[src/rtl/des_frame_ctrl.sv]
// Sequencing controller for the serial-to-parallel deserializer: sync hunt, frame load strobe, valid/ready handoff.
// Optional frame counter output enabled by defining DES_FRAME_CNT_EN.
module des_frame_ctrl #(
    parameter int unsigned FRAME_W = 32,
    parameter int unsigned SYNC_W = 8,
    parameter logic [SYNC_W-1:0] SYNC_PATTERN = 8'hA5
) (
    input  logic clock,
    input  logic rst_n,
    input  logic start,
    input  logic resync,
    input  logic din,
    output logic des_enable,
    output logic des_load,
    output logic locked,
    output logic frame_valid,
    input  logic frame_ready,
    output logic overrun,
    input  logic overrun_clr
`ifdef DES_FRAME_CNT_EN
    ,
    output logic [15:0] frame_cnt
`endif
);

    localparam int unsigned CNT_W = (FRAME_W > 1) ? $clog2(FRAME_W) : 1;
    localparam logic [CNT_W-1:0] CNT_LAST = CNT_W'(FRAME_W - 1);

    localparam logic [1:0] S_IDLE   = 2'd0;
    localparam logic [1:0] S_HUNT   = 2'd1;
    localparam logic [1:0] S_LOCKED = 2'd2;

    logic [1:0]        state;
    // Only SYNC_W-1 bits of history are kept; the current din completes the window.
    logic [SYNC_W-2:0] sync_sr;
    logic [CNT_W-1:0]  bit_cnt;
    logic [SYNC_W-1:0] window;
    logic              match;
    logic              hunt_load;
    logic              lock_load;

    always_comb begin
        window     = {sync_sr, din};
        match      = (window == SYNC_PATTERN);
        hunt_load  = (state == S_HUNT) && match;
        lock_load  = (state == S_LOCKED) && !resync && (bit_cnt == CNT_LAST);
        des_load   = hunt_load || lock_load;
        des_enable = (state != S_IDLE);
        locked     = (state == S_LOCKED);
    end

    always_ff @(posedge clock or negedge rst_n) begin
        if (!rst_n) begin
            state   <= S_IDLE;
            sync_sr <= '0;
            bit_cnt <= '0;
        end else if (!start) begin
            state   <= S_IDLE;
            sync_sr <= '0;
            bit_cnt <= '0;
        end else begin
            case (state)
                S_IDLE: state <= S_HUNT;
                S_HUNT: begin
                    sync_sr <= window[SYNC_W-2:0];
                    if (match) begin
                        state   <= S_LOCKED;
                        bit_cnt <= '0;
                    end
                end
                S_LOCKED: begin
                    if (resync) begin
                        state   <= S_HUNT;
                        bit_cnt <= '0;
                        sync_sr <= '0;
                    end else if (bit_cnt == CNT_LAST) begin
                        bit_cnt <= '0;
                    end else begin
                        bit_cnt <= bit_cnt + 1'b1;
                    end
                end
                default: state <= S_IDLE;
            endcase
        end
    end

    // A load landing on an unaccepted frame overwrites it; set beats clear.
    always_ff @(posedge clock or negedge rst_n) begin
        if (!rst_n) begin
            frame_valid <= 1'b0;
            overrun     <= 1'b0;
        end else begin
            if (lock_load) begin
                frame_valid <= 1'b1;
            end else if (frame_valid && frame_ready) begin
                frame_valid <= 1'b0;
            end

            if (lock_load && frame_valid && !frame_ready) begin
                overrun <= 1'b1;
            end else if (overrun_clr) begin
                overrun <= 1'b0;
            end
        end
    end

`ifdef DES_FRAME_CNT_EN
    always_ff @(posedge clock or negedge rst_n) begin
        if (!rst_n) begin
            frame_cnt <= '0;
        end else if (start && ((state == S_IDLE) || ((state == S_LOCKED) && resync))) begin
            frame_cnt <= '0;
        end else if (lock_load) begin
            frame_cnt <= frame_cnt + 16'd1;
        end
    end
`endif

endmodule

[config.mk]
export PLATFORM = sky130hd
export DESIGN_NAME = des_frame_ctrl
export DESIGN_NICKNAME = d
export VERILOG_FILES = /design/src/rtl/des_frame_ctrl.sv
export SDC_FILE = /design/constraint.sdc
export NUM_CORES = 1
export LEC_CHECK = 0
export CAP_MARGIN = 20
export CORE_UTILIZATION = 35
export CTS_CLUSTER_DIAMETER = 120
export DETAILED_ROUTE_END_ITERATION = 7
export GPL_TIMING_DRIVEN = 0
export MAX_ROUTING_LAYER = met4
export SYNTH_ARGS = -nofsm -noshare
export SYNTH_HDL_FRONTEND = slang
export SYNTH_SLANG_ARGS = --single-unit
export TNS_END_PERCENT = 1
[constraint.sdc]
create_clock -name clock -period 1.8 [get_ports clock]
set_input_delay 0.27 -clock clock [delete_from_list [all_inputs] [get_ports clock]]
set_output_delay 0.27 -clock clock [all_outputs]
set_load 0.02 [all_outputs]
After elaboration in Yosys (flattened, before gate mapping):

Index checks and enable logic that the tools add are counted.

* register bits after elaboration: 16
* bits of input ports: 7
* output and inout port bits: 5

* add/subtract/negate cells: 1
* equality and inequality tests: 7
* multiplexer cells: 16
* reduce and logical (&&, ||, !) cells: 16

Operators with widths (number)
* $mux W5: 4
* $mux W7: 2
* $pmux W7 S2: 1
* $pmux W5 S2: 1
* $eq A8 B8 Y1 const B: 1
* $logic_and A1 B1 Y1: 6
* $mux W2: 3
* $ne A3 B3 Y1 const B: 2
* $pmux W2 S3: 1
* $reduce_and A2 Y1: 3
* $reduce_bool A2 Y1: 3
* $add A5 B1 Y5 const B: 1
* $eq A5 B5 Y1 const B: 1
* $mux W1: 4
* $ne A3 B1 Y1 const B: 1
* $eq A2 B1 Y1 const B: 1
* $eq A2 B2 Y1 const B: 1
* $logic_not A1 Y1: 2
* $logic_not A2 Y1: 1
* $logic_or A1 B1 Y1: 1

Logic depth before layout (Yosys ltp):

* word-level depth: 6
* gate-level depth with buffers: 6
* depth with buffers taken out: 6

Least setup slack after synthesis:

Ideal clock, no wire load.

* kind: flip-flop to output port
* from: register bit_cnt[0]
* to: output des_load
* arrival: 1.187 ns
* slack: 0.343 ns
* stages on the path, launching flop included: 6
* buffers on the path: 0
* path through: dfrtp_1 -> ha_1 -> and3_1 -> ha_1 -> nand2_1 -> nand2_1

* cells in the longest elaborated chain, start to end: 3

RTL lines
* start: declaration: RTL line 36 `logic [CNT_W-1:0] bit_cnt;`
* start signal: assignment: RTL line 79 `bit_cnt <= bit_cnt + 1'b1;`
* $eq A5 B5 Y1: RTL line 46 `lock_load = (state == S_LOCKED) && !resync && (bit_cnt == CNT_LAST);`
* $logic_and A1 B1 Y1: RTL line 46
* $logic_or A1 B1 Y1: RTL line 47 `des_load = hunt_load || lock_load;`
* end: declaration: RTL line 14 `output logic des_load,`

No other way between the ends.

Worst setup path after layout:

* from: register bit_cnt[1]
* to: output des_load

The elaborated chain is that of the path after synthesis.

==> impl_metrics.json <==
{
  "setup-violations-final": 0,
  "antenna_left": 0,
  "hpwlAfterDp_um": 1160,
  "fmax_mhz": 568,
  "synth_nets": 89,
  "drv_slew": 0,
  "async_reset_ff_share_pct": 100,
  "synthDistinctLibCells": 31,
  "crit_slowest_cell": "dfrtp_1",
  "critPathKind": "flop to output port",
  "initial_core_util_pct": 37.5,
  "die_w_um": 50.9,
  "cp-start-kind": "flop",
  "holdWs_ns": 0.405,
  "drt_pre_antenna_iters": 4,
  "avgSynthCellArea_um2": 10.5,
  "critical-path-max-stage-delay_ns": 0.39,
  "tightest_slew_ns": 0.731,
  "wl_um": 1640,
  "first_iter_violations": 9,
  "vias": 663,
  "syn2layout_area_growth_pct": 27.5,
  "wl_per_cell_um": 13.0,
  "powerDensity_mw_per_mm2": 645,
  "slew_headroom_pct": 51.1,
  "cts_made_buffers": 3,
  "cts_root_buffer": "clkbuf_4",
  "netlist_instances": 80,
  "post-route-drc-count": 0,
  "path_max_fanout": 3,
  "grt_pass1_vias": 636,
  "min_period_over_period_pct": 97.8,
  "diodes": 0,
  "fin_skew_ns": 0.00513,
  "fp-row-count": 17,
  "total_power_w": 0.000689,
  "layout-drive-gt1-share_pct": 22.4,
  "synth_top_flop_cell": "dfrtp_1",
  "synth-edff-count": 0,
  "antenna_found_initial": 0,
  "final_nets": 108,
  "drv_cap": 0,
  "hold_viol": 0,
  "grt_max_degree": 17,
  "worstSetupEndpointType": "output port",
  "clk_latency_ns": 0.29,
  "ir_drop_mv": 0.349,
  "path_cells": "ha_2 > and3_4 > ha_4 > nand2_2 > nand2_1 > buf_6",
  "core-area_mm2": 0.00223,
  "die_h_um": 50.9,
  "cts_tree": "built",
  "grt-ovfl-total": 0,
  "clkSlewWorstSetupHoldPaths_ns": 0.10,
  "htree_levels": 1,
  "clk_path_buf_depth": 2,
  "critical_path_required_ns": 1.53,
  "gr-usage-all-layers_pct": 14.8,
  "post-synth-top-count-cell": "dfrtp_1",
  "synth_top_area_share_pct": 47.8,
  "cts_sinks": 16,
  "dpl_cell_area_um2": 983,
  "power.leakage_nw": 0.497,
  "fin_area_mm2": 0.00107,
  "yosys-top-cells-count": "dfrtp_1, nor2_1, inv_1, nor3_1",
  "yosysTopAreaCell": "dfrtp_1",
  "fin_setup_tns_ns": 0,
  "post_synth_instance_area_um2": 838,
  "ioPinCount": 12,
  "synth-seq-area-share_pct": 47.8,
  "place_congestion": 0.732,
  "routed_via_density": 5.26,
  "grt_pass1_wl_um": 2760,
  "ys_ff_latch": 16,
  "hp-class": "input pin to asynchronous set/reset pin",
  "yosys-top-cells-area": "dfrtp_1, nor2_1, a311oi_4",
  "status": "finished, final reports clean",
  "port_buffers": 11,
  "post-route-min-period_ns": 1.76,
  "synth_warnings": 0,
  "die-area_mm2": 0.00259,
  "arrival_ns": 1.49
}
-- registers in the layout, summed over array words and instances, names as in the netlist --
register / count
sync_sr: 7
bit_cnt: 5
state: 2
frame_valid: 1
overrun: 1
-- layout by cell type, fill, tap and decap left out, drive strengths merged, types with 3 or more instances in the layout --
cell type,netlist,layout
nor3,5,5
inv,5,5
and4bb,3,3
buf,3,7
clkbuf,0,4
a21oi,4,4
clkdlybuf4s50,0,8
dfrtp,16,16
nand2,4,4
nor2,13,13
-- path summary, 6_finish.rpt --
path	start	to	slack [ns]	depth (start not counted)
max	bit_cnt[1]	des_load	0.04	6
min	rst_n	state[0]	0.41	1
max reg2reg	bit_cnt[1]	bit_cnt[2]	0.32	6
min reg2reg	frame_valid	frame_valid	0.52	2
max in group asynchronous	rst_n	overrun	0.93	1
min in group clock	frame_valid	frame_valid	0.52	2
-- worst max-delay path: cells and delay by family, from the launching register on --
kind / cells / cell delay, ns
buf+inv: 1 / 0.13
flops: 1 / 0.39
simple gates: 3 / 0.32
fa+ha+maj: 2 / 0.35
-- repair_timing --
action / in CTS / in global routing
pin swaps: 0 / 1
buffers inserted: 2 / 1
hold buffers: 0 / 0
resized for setup: 8 / 6
endpoints found under the setup margin: 3 / 1
-- routing by layer --
| metal | wire length (µm) | track usage [%] | part of all wire, % |
|---|---|---|---|
| met5 | 0 | - | 0 |
| met4 | 14 | 4.17 | 0.85 |
| met3 | 67 | 4.76 | 4.1 |
| met2 | 807 | 25.4 | 49 |
| met1 | 754 | 16.4 | 46 |
-- cell families after synthesis --
group                    count (synthesis)  synth area share (%)
flip-flops                              16                  47.8
adder cells (fa/ha/maj)                  2                  2.98
buffers and inverters                    8                  5.82
XOR/XNOR                                 1                  1.04
AO/OA/AOI/OAI                           16                  15.8
AND/OR/NAND/NOR                         37                  26.6
-- layout make-up --
| type | count | area (µm²) |
|---|---|---|
| Fill cell | 220 | 1160 |
| Sequential cell | 16 | 400 |
| Inverter | 5 | 18.8 |
| Multi-Input combinational cell | 56 | 417 |
| Clock buffer | 4 | 36.3 |
| Buffer | 3 | 30.0 |
| Timing Repair Buffer | 14 | 131 |
| Tap cell | 28 | 35.0 |
-- where the power goes --
group / switching [W] / internal [W]
combinational: 0.0000378 / 0.0000340
sequential: 0.00000832 / 0.000370
clock: 0.000116 / 0.000123
-- metrics by stage --
stage / cells / utilization [%] / worst slack, ns
final: 126 / 47.8 / 0.0389
after global routing: 126 / 47.8 / -0.0110
after CTS: 125 / 46.2 / -0.0608
after detailed placement: 119 / 44.0 / -0.325
after global placement: 119 / 44.0 / -0.321
after floorplan: 80 / - / 0.343
Power figures use the tool's default switching activity.
